$ cat src/rtl/mips_pkg.sv
// Shared definitions for the MIPS pipeline control blocks: sequencing
// states and the NOP word loaded into flushed pipeline registers.
package mips_pkg;

  typedef enum logic [1:0] {
    RUN      = 2'd0,
    MEM_WAIT = 2'd1,
    ERROR    = 2'd2
  } state_e;

  // sll $0,$0,0 -- all control bits zero, so a flushed stage does nothing.
  localparam logic [31:0] NOP_WORD = 32'h0000_0000;

endpackage

$ cat src/rtl/hazard_stall_control_sat_counter.sv
// Saturating up-counter with synchronous clear; holds at all-ones.
module sat_counter #(
  parameter int WIDTH = 16
) (
  input  logic             clk,
  input  logic             clr,
  input  logic             inc,
  output logic [WIDTH-1:0] count
);

  logic [WIDTH-1:0] count_q, count_d;

  always_comb begin
    count_d = count_q;
    if (clr)
      count_d = '0;
    else if (inc && !(&count_q))
      count_d = count_q + 1'b1;
  end

  always_ff @(posedge clk)
    count_q <= count_d;

  assign count = count_q;

endmodule

$ cat src/rtl/hazard_stall_control.sv
// Pipeline sequencing for the 5-stage MIPS core: load-use bubbles, branch
// flushes, data-memory wait freezes with timeout, and stall/flush statistics.
module hazard_stall_control
  import mips_pkg::*;
#(
  parameter int CNT_WIDTH   = 16,
  parameter int MEM_TIMEOUT = 64,
  parameter int TO_WIDTH    = 8
) (
  input  logic                 Clock,
  input  logic                 Reset,
  input  logic [4:0]           Rs_ID,
  input  logic [4:0]           Rt_ID,
  input  logic                 UsesRs_ID,
  input  logic                 UsesRt_ID,
  input  logic                 MemRead_EX,
  input  logic [4:0]           WriteRegAddress_EX,
  input  logic                 BranchTaken_EX,
  input  logic                 MemReq_MEM,
  input  logic                 MemReady_MEM,
  output logic                 PCWrite,
  output logic                 IFIDWrite,
  output logic                 IDEXWrite,
  output logic                 EXMEMWrite,
  output logic                 IFIDFlush,
  output logic                 IDEXFlush,
  output logic                 MEMWBBubble,
  output logic [CNT_WIDTH-1:0] StallCycles,
  output logic [CNT_WIDTH-1:0] FlushCount,
  output logic                 MemError
);

  state_e              state_q, state_d;
  logic [TO_WIDTH-1:0] to_cnt_q, to_cnt_d, to_cnt_inc;
  logic                err_q, err_d;
  logic                mem_stall, load_use;
  logic                freeze, run_eval, flush_ev;

  assign mem_stall  = MemReq_MEM & ~MemReady_MEM;
  assign load_use   = MemRead_EX && (WriteRegAddress_EX != 5'd0) &&
                      ((UsesRs_ID && (Rs_ID == WriteRegAddress_EX)) ||
                       (UsesRt_ID && (Rt_ID == WriteRegAddress_EX)));
  assign to_cnt_inc = to_cnt_q + 1'b1;

  // Next-state and timeout tracking
  always_comb begin
    state_d  = state_q;
    to_cnt_d = to_cnt_q;
    err_d    = err_q;
    freeze   = 1'b0;
    run_eval = 1'b0;
    if (Reset) begin
      state_d  = RUN;
      to_cnt_d = '0;
      err_d    = 1'b0;
    end else begin
      case (state_q)
        RUN: begin
          if (mem_stall) begin
            freeze   = 1'b1;
            to_cnt_d = TO_WIDTH'(1);
            if (MEM_TIMEOUT <= 1) begin
              state_d = ERROR;
              err_d   = 1'b1;
            end else begin
              state_d = MEM_WAIT;
            end
          end else begin
            run_eval = 1'b1;
          end
        end
        MEM_WAIT: begin
          if (mem_stall) begin
            freeze   = 1'b1;
            to_cnt_d = to_cnt_inc;
            if (to_cnt_inc >= TO_WIDTH'(MEM_TIMEOUT)) begin
              state_d = ERROR;
              err_d   = 1'b1;
            end
          end else begin
            run_eval = 1'b1;
            state_d  = RUN;
          end
        end
        default: freeze = 1'b1;
      endcase
    end
  end

  // Mealy outputs; reset drives every enable and flush so all stages clear.
  always_comb begin
    PCWrite     = 1'b1;
    IFIDWrite   = 1'b1;
    IDEXWrite   = 1'b1;
    EXMEMWrite  = 1'b1;
    IFIDFlush   = 1'b0;
    IDEXFlush   = 1'b0;
    MEMWBBubble = 1'b0;
    flush_ev    = 1'b0;
    if (Reset) begin
      IFIDFlush   = 1'b1;
      IDEXFlush   = 1'b1;
      MEMWBBubble = 1'b1;
    end else if (freeze) begin
      PCWrite     = 1'b0;
      IFIDWrite   = 1'b0;
      IDEXWrite   = 1'b0;
      EXMEMWrite  = 1'b0;
      MEMWBBubble = 1'b1;
    end else if (run_eval) begin
      // A taken branch squashes the ID instruction, so its load-use is moot.
      if (BranchTaken_EX) begin
        IFIDFlush = 1'b1;
        IDEXFlush = 1'b1;
        flush_ev  = 1'b1;
      end else if (load_use) begin
        PCWrite   = 1'b0;
        IFIDWrite = 1'b0;
        IDEXFlush = 1'b1;
      end
    end
  end

  always_ff @(posedge Clock) begin
    state_q  <= state_d;
    to_cnt_q <= to_cnt_d;
    err_q    <= err_d;
  end

  assign MemError = err_q;

  sat_counter #(.WIDTH(CNT_WIDTH)) u_stall_cnt (
    .clk   (Clock),
    .clr   (Reset),
    .inc   (~PCWrite & ~Reset),
    .count (StallCycles)
  );

  sat_counter #(.WIDTH(CNT_WIDTH)) u_flush_cnt (
    .clk   (Clock),
    .clr   (Reset),
    .inc   (flush_ev),
    .count (FlushCount)
  );

endmodule

$ cat config.mk
export PLATFORM = sky130hd
export DESIGN_NAME = hazard_stall_control
export DESIGN_NICKNAME = d
export VERILOG_FILES = /design/src/rtl/mips_pkg.sv /design/src/rtl/hazard_stall_control_sat_counter.sv /design/src/rtl/hazard_stall_control.sv
export SDC_FILE = /design/constraint.sdc
export NUM_CORES = 1
export LEC_CHECK = 0
export CORE_MARGIN = 1
export CORE_UTILIZATION = 43
export DETAILED_ROUTE_END_ITERATION = 10
export MAX_ROUTING_LAYER = met4
export PLACE_DENSITY = 0.76
export SLEW_MARGIN = 5
export SYNTH_ARGS = -nofsm -noshare
export SYNTH_HDL_FRONTEND = slang
export SYNTH_SLANG_ARGS = --single-unit
$ cat constraint.sdc
create_clock -name Clock -period 4.5 [get_ports Clock]
set_clock_uncertainty 0.15 [all_clocks]
set_input_delay 0.9 -clock Clock [delete_from_list [all_inputs] [get_ports Clock]]
set_output_delay 0.9 -clock Clock [all_outputs]
set_load 0.03 [all_outputs]
==> results.py, run 1 <==
metrics = {
    "global_routing": {
        "grt_use_total": 0.204,
        "grt_pass1_vias": 2103,
        "grt_overflow": 0,
        "grt_pass1_wl_mm": 9.63,
        "antenna_found_initial": 0,
        "grt_max_degree": 38,
    },
    "setup_path": {
        "path_class": "in2out",
        "reg2reg_setup_slack_ns": 2.18,
        "slowest_stage": "or4_1",
        "worst-path-max-fanout": 8,
        "required_ns": 3.45,
        "cp-start-kind": "input port",
        "cp_cell_sequence": "clkdlybuf4s50_1 -> or4_1 -> o21ai_2 -> nor3_2 -> a21boi_4 -> buf_4",
        "crit_start": "WriteRegAddress_EX[1]",
        "worstReg2RegStart": "u_stall_cnt.count[0]$_SDFFE_PP0P_",
        "critPathMaxStageDelay_ns": 0.56,
        "critPathArrivalTime_ns": 2.69,
        "reg2reg_depth": 7,
        "cp-end-kind": "primary output",
        "rr_endpoint": "u_stall_cnt.count[15]$_SDFFE_PP0P_",
        "endpoint": "PCWrite",
    },
    "logic_synthesis": {
        "ys_types": 55,
        "syn_inst": 288,
        "muxShareOfSynthArea": 0.0357,
        "synth_top_family_by_area": "simple AND/OR/NAND/NOR gates",
        "yosysSeqAreaShare": 0.356,
        "synth-edff-count": 0,
        "yosys_warnings": 0,
        "synth-xor-area-share": 0.0761,
        "ys_async_sr_fraction": 0,
        "syn_area_mm2": 0.00242,
        "synth_fa_ha_area_frac": 0.0155,
        "synth.ff_latch_count": 43,
        "synth_compound_area_frac": 0.165,
        "syn_avg_cell_area_um2": 8.39,
        "ys.flop_type": "dfxtp_1",
        "yosys.area_share.simple": 0.289,
        "synth_nets": 314,
    },
    "cells_and_area": {
        "drive_above_1_share": 0.0983,
        "utilization": 0.591,
        "areaGrowthSynthToFinish_pct": 28.9,
        "layout.nets": 371,
        "n_antenna_cell": 0,
    },
    "clocking": {
        "cts_made_buffers": 5,
        "ctsHoldBuffers": 0,
        "tritoncts": "yes",
        "cts_root_buf": "clkbuf_8",
        "insertion_delay_ns": 0.29,
        "cts-htree-levels": 2,
        "clock_path_buffers": 2,
        "postCtsSetupRepairBufs": 0,
        "clock_sinks": 43,
        "cts.clk_slew.worst_paths_ns": 0.08,
        "ctsResizeCount": 0,
    },
    "placement": {
        "gp_congestion": 0.831,
        "dp_slack_ns": 0.757,
        "dpl.hpwl_mm": 4.03,
        "port_buffers": 62,
    },
    "flow_run": {
        "maxCapViolations": 0,
    },
    "run_status": {
        "status": "completed",
    },
    "power_and_ir_drop": {
        "ir_drop_v": 0.000128,
        "powerDensity_mw_per_mm2": 239,
        "leakage_nw": 1.03,
    },
    "die": {
        "die_y_um": 77.0,
        "rows": 26,
        "die_x_um": 77.0,
        "die_area_mm2": 0.00593,
        "start_util": 0.459,
        "ioPinCount": 63,
        "core_area_mm2": 0.00527,
    },
    "detailed_routing": {
        "wl_per_cell_um": 13.4,
        "drtPass1Iterations": 4,
        "route.detailed.drc": 0,
        "viasPerCell": 5.37,
        "ant_nets": 0,
        "vias": 2235,
        "drt_iter0_drc": 96,
        "wl_mm": 5.56,
    },
    "sta": {
        "hold_violations": 0,
        "whs_ns": 0.345,
        "setup_viol": 0,
        "max_freq_mhz": 268,
        "fin_crit_sh": 0.830,
        "fin_crit_ns": 3.74,
        "rsz0062_at_grt": "false",
        "drv_slew": 0,
        "fin_ws_ns": 0.765,
        "max-slew-margin-rel": 0.587,
        "setup_tns_ns": 0,
        "tightest_slew_ns": 0.617,
    },
    "worst_hold_path": {
        "hp-class": "reg2reg",
    },
}
==> area by class of cell <==
type,instances,area [µm²]
clock buffers,8,100
fillers,485,2150
multi-input cells,219,1410
flip-flops and latches,43,861
inverters,12,45.0
well taps,70,87.6
repair buffers,64,618
==> sequential cells by signal, indices dropped and copies added, names as in the netlist <==
signal	flops
u_flush_cnt.count	16
u_stall_cnt.count	16
to_cnt_q	8
state_q	2
MemError	1
==> critical path: cells and delay by family <==
kind | cells | cell delay [ns]
buffers and inverters | 2 | 0.68
and+or+nand+nor | 2 | 0.63
AOI/OAI and AO/OA | 2 | 0.47
==> worst min-delay path by stage <==
stage | from | end | slack (ns) | cells after the start
final | to_cnt_q[1]$_SDFFE_PP0P_ | to_cnt_q[1]$_SDFFE_PP0P_ | 0.35 | 2
after global routing | to_cnt_q[1]$_SDFFE_PP0P_ | to_cnt_q[1]$_SDFFE_PP0P_ | 0.37 | 2
after CTS | MemError$_SDFFE_PP0P_ | MemError$_SDFFE_PP0P_ | 0.34 | 2
after detailed placement | MemError$_SDFFE_PP0P_ | MemError$_SDFFE_PP0P_ | 0.32 | 2
after global placement | MemError$_SDFFE_PP0P_ | MemError$_SDFFE_PP0P_ | 0.31 | 2
after floorplan | to_cnt_q[0]$_SDFFE_PP0P_ | to_cnt_q[0]$_SDFFE_PP0P_ | 0.31 | 1
==> logic make-up after synthesis <==
family | Yosys count
compound gates | 56
xor+xnor | 21
fa+ha+maj | 3
buf+inv | 26
flops | 43
mux | 7
simple gates | 132
==> placed cells by master, fill, tap and decap left out, types with 9 or more instances in the layout <==
master | Yosys | routed
clkdlybuf4s50_1 | 0 | 55
nand2_1 | 29 | 29
nand4_1 | 10 | 10
xnor2_1 | 15 | 15
inv_1 | 12 | 12
a21oi_1 | 19 | 19
dfxtp_1 | 43 | 43
nand3_1 | 16 | 16
buf_4 | 2 | 9
nor2_1 | 33 | 33
==> cell usage after synthesis, types with 3 or more instances <==
library cell / instances / area share
a21oi_1: 19 / 0.039
a31oi_1: 3 / 0.0078
and3_1: 6 / 0.016
buf_6: 4 / 0.019
clkbuf_1: 7 / 0.011
dfxtp_1: 43 / 0.36
ha_1: 3 / 0.016
inv_1: 12 / 0.019
mux2_4: 3 / 0.019
mux2i_1: 3 / 0.012
nand2_1: 29 / 0.045
nand3_1: 16 / 0.033
nand4_1: 10 / 0.026
nor2_1: 33 / 0.051
nor2b_1: 4 / 0.010
nor3_1: 7 / 0.014
nor3b_1: 3 / 0.0093
nor4_2: 3 / 0.016
o21ai_0: 5 / 0.010
o311ai_1: 3 / 0.011
o31ai_1: 6 / 0.019
o41ai_1: 4 / 0.014
or4_1: 6 / 0.019
xnor2_1: 15 / 0.054
xor2_1: 6 / 0.022
==> where the power goes <==
group / leakage (nW) / total, mW / internal (mW) / switching (mW)
Combinational: 0.636 / 0.0869 / 0.0405 / 0.0465
Clock: 0.0515 / 0.269 / 0.140 / 0.129
Sequential: 0.347 / 0.388 / 0.383 / 0.00444
Total: 1.03 / 0.744 / 0.564 / 0.180
==> stage by stage <==
stage	power [mW]	cells	cell area [µm²]
2_1_floorplan	0.445	288	2420
3_3_place_gp	0.482	408	3020
3_5_place_dp	0.484	408	3020
4_1_cts	0.750	416	3120
5_1_grt	0.772	416	3120
6_report	0.744	416	3120
==> layer usage <==
| metal | vias up | GRT usage | part of all wire |
|---|---|---|---|
| li1 | 1151 | - | - |
| met1 | 1028 | 0.263 | 0.49 |
| met2 | 54 | 0.319 | 0.46 |
| met3 | 2 | 0.0440 | 0.039 |
| met4 | 0 | 0.0604 | 0.0061 |
| met5 | - | - | 0 |
Power figures use the tool's default switching activity.
==> run 2: changes to the inputs <==
--- a/config.mk
+++ b/config.mk
@@ -9,7 +9,7 @@
 export CORE_UTILIZATION = 43
 export DETAILED_ROUTE_END_ITERATION = 10
 export MAX_ROUTING_LAYER = met4
-export PLACE_DENSITY = 0.76
+export PLACE_DENSITY = 0.79
 export SLEW_MARGIN = 5
 export SYNTH_ARGS = -nofsm -noshare
 export SYNTH_HDL_FRONTEND = slang
==> constraint.sdc (replaced) <==
create_clock -name Clock -period 3.4 [get_ports Clock]
set_clock_uncertainty 0.15 [all_clocks]
set_input_delay 0.68 -clock Clock [delete_from_list [all_inputs] [get_ports Clock]]
set_output_delay 0.68 -clock Clock [all_outputs]
set_load 0.03 [all_outputs]
==> run 2 against run 1 <==
Effect of this change:
- via count grew 3.0%
- sequential cell count unchanged
- critical path depth did not move
- count of clock-buffer cells in the layout shrank 2
- wire length increased by 2.4%
- critical path type unchanged
==> results.py, run 2 (same netlist as run 1, synthesis figures left out) <==
metrics = {
    "sta": {
        "hold_violations": 0,
        "setup_viol": 0,
        "whs_ns": 0.326,
        "rsz0062_at_grt": "false",
        "drv_slew": 0,
        "tightest_slew_ns": 0.604,
        "max_freq_mhz": 303,
        "max-slew-margin-rel": 0.595,
        "fin_crit_ns": 3.30,
        "fin_crit_sh": 0.969,
        "setup_tns_ns": 0,
        "fin_ws_ns": 0.104,
    },
    "power_and_ir_drop": {
        "total_power_mw": 1.04,
        "powerDensity_mw_per_mm2": 332,
        "clock_power_share": 0.396,
        "p_sw_frac": 0.233,
        "seq_power_share": 0.493,
        "power.switching_mw": 0.242,
        "ir_drop_v": 0.000223,
        "intPower_mw": 0.799,
        "comb_power_share": 0.112,
        "leakage_nw": 1.05,
    },
    "cells_and_area": {
        "final_common_cell": "clkdlybuf4s50_1",
        "utilization": 0.596,
        "ff_latch_area_um2": 861,
        "mostFrequentLayoutCells": "clkdlybuf4s50_1 (55), dfxtp_1 (43), nor2_1 (33)",
        "layout.nets": 372,
        "multiInputGateArea_mm2": 0.00141,
        "areaGrowthSynthToFinish_pct": 30.0,
        "fin_area_mm2": 0.00314,
        "drive_above_1_share": 0.104,
        "num-fill-cells": 494,
        "final_cells": 417,
        "n_antenna_cell": 0,
    },
    "detailed_routing": {
        "drtPass1Iterations": 4,
        "drt_iter0_drc": 137,
        "wl_mm": 5.69,
        "viasPerCell": 5.52,
        "vias": 2302,
        "route.detailed.drc": 0,
        "wl_per_cell_um": 13.6,
        "ant_nets": 0,
    },
    "clocking": {
        "ctsResizeCount": 0,
        "cts_made_buffers": 5,
        "insertion_delay_ns": 0.29,
        "clock_sinks": 43,
        "cts_root_buf": "clkbuf_8",
        "cts.clk_slew.worst_paths_ns": 0.08,
        "ctsHoldBuffers": 0,
        "postCtsSetupRepairBufs": 0,
        "clock_path_buffers": 2,
        "cts-htree-levels": 2,
        "tritoncts": "yes",
    },
    "worst_hold_path": {
        "hold_depth": 2,
        "hp-class": "reg2reg",
        "hp-start": "MemError$_SDFFE_PP0P_",
        "min_to": "MemError$_SDFFE_PP0P_",
    },
    "setup_path": {
        "cp-start-kind": "input port",
        "reg2reg_depth": 7,
        "critPathArrivalTime_ns": 2.47,
        "rr_endpoint": "u_stall_cnt.count[15]$_SDFFE_PP0P_",
        "worstReg2RegStart": "u_stall_cnt.count[1]$_SDFFE_PP0P_",
        "cp-end-kind": "primary output",
        "worst-path-max-fanout": 8,
        "reg2reg_setup_slack_ns": 1.05,
        "path_class": "in2out",
        "required_ns": 2.57,
    },
    "die": {
        "die_x_um": 77.0,
        "die_y_um": 77.0,
        "die_area_mm2": 0.00593,
        "core_area_mm2": 0.00527,
        "ioPinCount": 63,
        "rows": 26,
        "start_util": 0.459,
    },
    "global_routing": {
        "antenna_found_initial": 0,
        "grt_pass1_vias": 2021,
        "grt_use_total": 0.205,
        "grt_overflow": 0,
        "grt_max_degree": 36,
        "grt_pass1_wl_mm": 9.52,
    },
    "placement": {
        "port_buffers": 62,
        "place_area_mm2": 0.00302,
        "gp_congestion": 0.876,
        "dp_slack_ns": 0.0915,
        "dp.cells": 409,
        "dpl.hpwl_mm": 4.21,
    },
    "run_status": {
        "status": "completed",
    },
    "flow_run": {
        "maxCapViolations": 0,
    },
}
==> run 2: final cells by class <==
cell class                      instances  share of cell area
Multi-Input combinational cell        219               0.447
Sequential cell                        43               0.274
Timing Repair Buffer                   65               0.199
Tap cell                               70              0.0279
Clock buffer                            6              0.0263
Inverter                               12              0.0143
Clock inverter                          2              0.0112
==> run 2: worst max-delay path, cell delays in order <==
cell and delay (ns):
clkdlybuf4s50_1 0.46, or4_1 0.58, o21ai_2 0.17, nor3_2 0.07, a21boi_4 0.28, buf_4 0.22
==> run 2: layer usage <==
layer | GRT usage | up-vias | routed length (µm) | part of all wire
li1 | - | 1157 | - | -
met1 | 0.275 | 1075 | 2610 | 0.46
met2 | 0.320 | 64 | 2740 | 0.48
met3 | 0.0298 | 6 | 283 | 0.050
met4 | 0.0642 | 0 | 60 | 0.011
met5 | - | - | 0 | 0
==> run 2: how the worst max path moves through the flow <==
stage                                      from         to  slack [ns]  cells after the start
final                     WriteRegAddress_EX[1]  IFIDWrite        0.10                      6
after global routing      WriteRegAddress_EX[1]    PCWrite       0.004                      6
after CTS                 WriteRegAddress_EX[1]  IFIDWrite        0.09                      6
after detailed placement  WriteRegAddress_EX[1]  IFIDWrite        0.09                      6
after global placement    WriteRegAddress_EX[1]    PCWrite        0.14                      6
after floorplan           WriteRegAddress_EX[1]    PCWrite        0.52                      7
==> run 2: power groups by stage <==
stage | clock network, mW | logic [mW] | registers, mW
3_5_place_dp | 0 | 0.117 | 0.525
2_1_floorplan | 0 | 0.0614 | 0.528
5_1_grt | 0.445 | 0.126 | 0.514
3_3_place_gp | 0 | 0.114 | 0.525
6_report | 0.412 | 0.116 | 0.513
4_1_cts | 0.419 | 0.117 | 0.513
==> run 3: changes to the inputs <==
--- a/config.mk
+++ b/config.mk
@@ -7,6 +7,8 @@
 export LEC_CHECK = 0
 export CORE_MARGIN = 1
 export CORE_UTILIZATION = 43
+export CTS_CLUSTER_DIAMETER = 120
+export CTS_CLUSTER_SIZE = 20
 export DETAILED_ROUTE_END_ITERATION = 10
 export MAX_ROUTING_LAYER = met4
 export PLACE_DENSITY = 0.79
==> constraint.sdc (replaced) <==
create_clock -name Clock -period 2.8 [get_ports Clock]
set_clock_uncertainty 0.15 [all_clocks]
set_input_delay 0.56 -clock Clock [delete_from_list [all_inputs] [get_ports Clock]]
set_output_delay 0.56 -clock Clock [all_outputs]
set_load 0.03 [all_outputs]
==> run 3 against run 2 <==
Effect of this change:
- design area increased by 2.0%
- non-clock buffer count increased by 13
- setup slack got worse by 0.0053 ns
- via count increased by 4.1%
- power increased by 11%
- final cell count increased by 3.1%
- critical path type unchanged
- largest power group unchanged
- first-iteration DRC count increased by 30%
- combinational power increased by 33%
- count of clock-buffer cells in the layout increased by 1
- register-to-register slack got worse by 0.47 ns
- core utilization increased by 1.2 points
- critical path depth increased by 1
==> results.py, run 3 (same netlist as run 1, synthesis figures left out) <==
metrics = {
    "run_status": {
        "status": "completed",
    },
    "global_routing": {
        "grt_use_total": 0.218,
        "grt_pass1_vias": 2225,
        "antenna_found_initial": 0,
        "grt_overflow": 0,
        "grt_max_degree": 36,
        "grt_pass1_wl_mm": 10.1,
    },
    "power_and_ir_drop": {
        "leakage_nw": 1.10,
        "ir_drop_v": 0.000191,
        "powerDensity_mw_per_mm2": 361,
    },
    "sta": {
        "max_freq_mhz": 370,
        "tightest_slew_ns": 0.570,
        "rsz0062_at_grt": "false",
        "fin_crit_ns": 2.70,
        "setup_tns_ns": 0,
        "whs_ns": 0.342,
        "max-slew-margin-rel": 0.618,
        "setup_viol": 0,
        "drv_slew": 0,
        "hold_violations": 0,
        "fin_crit_sh": 0.965,
    },
    "worst_hold_path": {
        "min_to": "MemError$_SDFFE_PP0P_",
        "hp-start": "MemError$_SDFFE_PP0P_",
        "hp-class": "reg2reg",
        "hold_depth": 2,
    },
    "cells_and_area": {
        "num-fill-cells": 482,
        "mostFrequentLayoutCells": "clkdlybuf4s50_1 (51), dfxtp_1 (43), nor2_1 (33)",
        "final_common_cell": "clkdlybuf4s50_1",
        "n_antenna_cell": 0,
        "areaGrowthSynthToFinish_pct": 32.6,
        "utilization": 0.608,
        "layout.nets": 385,
        "drive_above_1_share": 0.133,
    },
    "clocking": {
        "cts-htree-levels": 2,
        "tritoncts": "yes",
        "clock_sinks": 43,
        "ctsHoldBuffers": 0,
        "insertion_delay_ns": 0.29,
        "clock_path_buffers": 2,
        "cts.clk_slew.worst_paths_ns": 0.07,
        "cts_root_buf": "clkbuf_8",
        "cts_made_buffers": 5,
    },
    "detailed_routing": {
        "wl_per_cell_um": 13.7,
        "drt_iter0_drc": 178,
        "route.detailed.drc": 0,
        "vias": 2396,
        "wl_met2_mm": 2.87,
        "drtPass1Iterations": 4,
        "wl_met1_mm": 2.58,
        "wl_met3_um": 342,
        "top_layer": "met4",
        "viasPerCell": 5.57,
        "ant_nets": 0,
        "wl_mm": 5.87,
    },
    "die": {
        "core_area_mm2": 0.00527,
        "die_y_um": 77.0,
        "die_x_um": 77.0,
        "rows": 26,
        "ioPinCount": 63,
        "start_util": 0.459,
        "die_area_mm2": 0.00593,
    },
    "setup_path": {
        "path_class": "in2out",
        "cp_cell_sequence": "clkdlybuf4s50_1 -> xnor2_1 -> nand4_1 -> o22ai_2 -> buf_4 -> a31o_2 -> buf_6",
        "cp-start-kind": "input port",
        "worstReg2RegStart": "u_stall_cnt.count[1]$_SDFFE_PP0P_",
        "required_ns": 2.09,
        "slowest_stage": "clkdlybuf4s50_1",
        "crit_start": "WriteRegAddress_EX[0]",
        "rr_endpoint": "u_stall_cnt.count[15]$_SDFFE_PP0P_",
        "cp-end-kind": "primary output",
        "reg2reg_depth": 7,
        "critPathMaxStageDelay_ns": 0.53,
        "reg2reg_setup_slack_ns": 0.58,
        "critPathArrivalTime_ns": 1.99,
        "worst-path-max-fanout": 3,
    },
    "placement": {
        "port_buffers": 62,
        "gp_congestion": 0.883,
        "dpl.hpwl_mm": 4.37,
    },
    "flow_run": {
        "maxCapViolations": 0,
    },
}
[run 3: changes by cell type in the layout (fill, tap and decap cells not counted), sizes merged]
| cell | delta |
|---|---|
| buf | +13 |
| bufinv | -1 |
| clkbuf | +1 |
| clkdlybuf4s50 | -4 |
| dlygate4sd2 | +4 |
[run 3: routing by layer]
layer / track usage / vias up
met3: 0.0405 / 6
met2: 0.355 / 78
li1: - / 1182
met1: 0.270 / 1130
met5: - / -
met4: 0.0736 / 0
[run 3: worst max-delay path by stage]
stage	to	slack (ns)	cells after the start
final	IDEXFlush	0.1	7
after global routing	IDEXFlush	0.007	7
after CTS	IDEXFlush	0.09	7
after detailed placement	u_stall_cnt.count[13]$_SDFFE_PP0P_	-0.12	9
after global placement	PCWrite	-0.09	6
after floorplan	PCWrite	0.16	7
[run 3: power by group]
part / internal, mW / total, mW / leakage [nW] / switching [mW]
clock: 0.175 / 0.382 / 0.0422 / 0.206
combinational: 0.0755 / 0.154 / 0.712 / 0.0783
sequential: 0.616 / 0.623 / 0.347 / 0.00716
total: 0.867 / 1.16 / 1.10 / 0.292
[run 3: worst max-delay path: cells and delay by family]
kind            cells  cell delay, ns
compound gates      2            0.36
xor+xnor            1            0.14
buf+inv             3            0.82
simple gates        1            0.12
[run 3: metrics by stage]
stage	total power, mW	instance area (µm²)	setup slack, ns	instances
floorplan	0.716	2420	0.156	288
global placement	0.788	3110	-0.0903	421
detailed placement	0.791	3110	-0.120	421
CTS	1.17	3210	0.0856	430
global route	1.21	3210	0.00666	430
finish	1.16	3210	0.0989	430
[run 3: repair_timing]
action | in CTS | in global routing
setup endpoints to repair | 3 | 0
gates resized for setup | 6 | 0
setup buffers | 1 | 0
[run 3: final cells by class]
cell class	instances	area [µm²]	area share
Clock inverter	1	5.00	0.00156
Inverter	12	45.0	0.0141
Tap cell	70	87.6	0.0273
Clock buffer	7	76.3	0.0238
Sequential cell	43	861	0.269
Multi-Input combinational cell	219	1410	0.440
Timing Repair Buffer	78	722	0.225
==> RTL change, RTL diff (settings of run 3) <==
The 3 states of `state_e` get a one-hot encoding in 3 bits.
--- a/src/rtl/mips_pkg.sv
+++ b/src/rtl/mips_pkg.sv
@@ -2,10 +2,10 @@
 // states and the NOP word loaded into flushed pipeline registers.
 package mips_pkg;
 
-  typedef enum logic [1:0] {
-    RUN      = 2'd0,
-    MEM_WAIT = 2'd1,
-    ERROR    = 2'd2
+  typedef enum logic [2:0] {
+    RUN      = 3'b001,
+    MEM_WAIT = 3'b010,
+    ERROR    = 3'b100
   } state_e;
 
   // sll $0,$0,0 -- all control bits zero, so a flushed stage does nothing.
Behaviour: same outputs for any inputs over 10 cycles, from zero or initial values and one cycle with Reset high; not proved beyond that.
==> RTL change against run 3 <==
  * Global-route usage is 1.8 points lower
  * Worst hold slack worse by 0.016 ns
  * Power up 12%
  * Non-clock buffer count rose by 2
  * Sequential cell count increased by 1
  * Synthesized cell count up 1.0%
  * Synthesized area decreased by 0.62%
  * Routed wire length down 4.6%
  * Cell area increased by 2.0%
  * Setup slack better by 0.0097 ns
  * Register-to-register slack worse by 0.19 ns
  * Die area decreased by 0.60%
  * Largest cell class unchanged
  * Highest routed layer unchanged
==> RTL change: results (changes against run 3) <==
outcome:
  status: "completed"  # unchanged
synth:
  ys_seq_area_share_pct: 36.67  # was 35.61%
  yosysUniqueCellTypes: 47  # was 55
  synth_common_cells: "dfxtp_1 (44), nor2_1 (32), nand2_1 (26), a21oi_1 (18), nand3_1 (16)"  # was dfxtp_1 (43), nor2_1 (33), nand2_1 (29), a21oi_1 (19), nand3_1 (16)
  synth.top_cells.by_area: "dfxtp_1 (37%), xnor2_1 (5.5%), nor2_1 (5.0%)"  # was dfxtp_1 (36%), xnor2_1 (5.4%), nor2_1 (5.1%)
  avgSynthCellArea_um2: 8.255  # was 8.393 um2
  synth_mux_area_share_pct: 0.8333  # was 3.571%
  synthXorXnorAreaFrac_pct: 9.063  # was 7.609%
  synth-compound-area-share_pct: 15.89  # was 16.51%
  synth_fa_ha_area_share_pct: 1.563  # was 1.553%
setup_path:
  startpoint: "WriteRegAddress_EX[1]"  # was WriteRegAddress_EX[0]
  timing.rr.end: "u_stall_cnt.count[10]$_SDFFE_PP0P_"  # was u_stall_cnt.count[15]$_SDFFE_PP0P_
  reg2regPathDepth: 8  # was 7
  crit_slowest_cell: "or4_4"  # was clkdlybuf4s50_1
  r2r_slack_ns: 0.39  # was 0.58 ns
  critPathArrivalTime_ns: 1.98
  crit_end: "PCWrite"  # was IDEXFlush
sta:
  fin_ws_ns: 0.1086  # was 0.09894 ns
  maxSlewHeadroom_pct: 59.45  # was 61.80%
grt:
  grtUsageMet1_pct: 25.00  # was 26.98%
  met2_usage_pct: 31.87  # was 35.54%
  grt_util_all_layers_pct: 20.00  # was 21.77%
  grt_pass1_wl_mm: 9.508  # was 10.13 mm
  grt_max_degree: 20  # was 36
  use_met3_pct: 4.881  # was 4.048%
  first_global_vias: 2142  # was 2225
hold_path:
  hold_depth: 1  # was 2
route:
  vias: 2334  # was 2396
  wl_met3_um: 334  # was 342 um
  wl_met2_mm: 2.563  # was 2.874 mm
  viasPerCell: 5.366  # was 5.572
  initialDrtViolationCount: 107  # was 178
  routedWlPerCell_um: 12.88  # was 13.66 um
pwr:
  ir_worst_vdd_mv: 0.2265  # was 0.1909 mV
  p_leak_nw: 1.154  # was 1.101 nW
  pwr-share-seq_pct: 49.8  # was 53.8%
  p_switching_mw: 0.3550  # was 0.2919 mW
  powerDensity_nw_per_um2: 397.1  # was 361.4 nW/um2
cells_and_area:
  seq-cell-share_pct: 26.95  # was 26.85%
  nFlopsAndLatches: 44  # was 43
  nNonClkBuffers: 80  # was 78
  nMultiInputCombCells: 225  # was 219
  fin_nets: 390  # was 385
  clkCellAreaFrac_pct: 2.948  # was 2.537%
  fillers: 489  # was 482
  nonClockInverterCount: 8  # was 12
  nonClkBufAreaFrac_pct: 22.78  # was 22.52%
  clockBufferCount: 6  # was 7
  drive_gt1_share_pct: 12.05  # was 13.33%
  multi_input_comb_area_um2: 1429  # was 1409 um2
placed_design:
  dpl.cell_count: 426  # was 421
  dp_hpwl_mm: 4.126  # was 4.368 mm
  place_congestion: 0.8129  # was 0.8827
  pre_cts_ws_ns: -0.1492  # was -0.1200 ns
[RTL change: cell count changes after synthesis, moves of 4 or more]
cell,change
and4_1,+5
nand2b_1,+5
o21ai_0,+5
or4_1,+5
inv_1,-4
o311ai_0,+4
[RTL change: metrics by stage]
step / hold WS [ns] / util (%) / TNS (ns) / instance area (um2)
3_3_place_gp: 0.3073 / 60.22 / -0.2685 / 3154
3_5_place_dp: 0.3102 / 60.22 / -0.3773 / 3154
6_report: 0.3254 / 62.40 / 0 / 3268
5_1_grt: 0.3598 / 62.40 / 0 / 3268
2_1_floorplan: 0.2975 / - / 0 / 2402
4_1_cts: 0.3307 / 62.35 / 0 / 3266
[RTL change: what timing repair did]
item	4_1_cts	5_1_grt
gates resized for setup	6	1
endpoints found under the setup margin	2	3
pin swaps	1	1
hold endpoints to repair	0	0
hold buffers	0	0
setup buffers	1	0
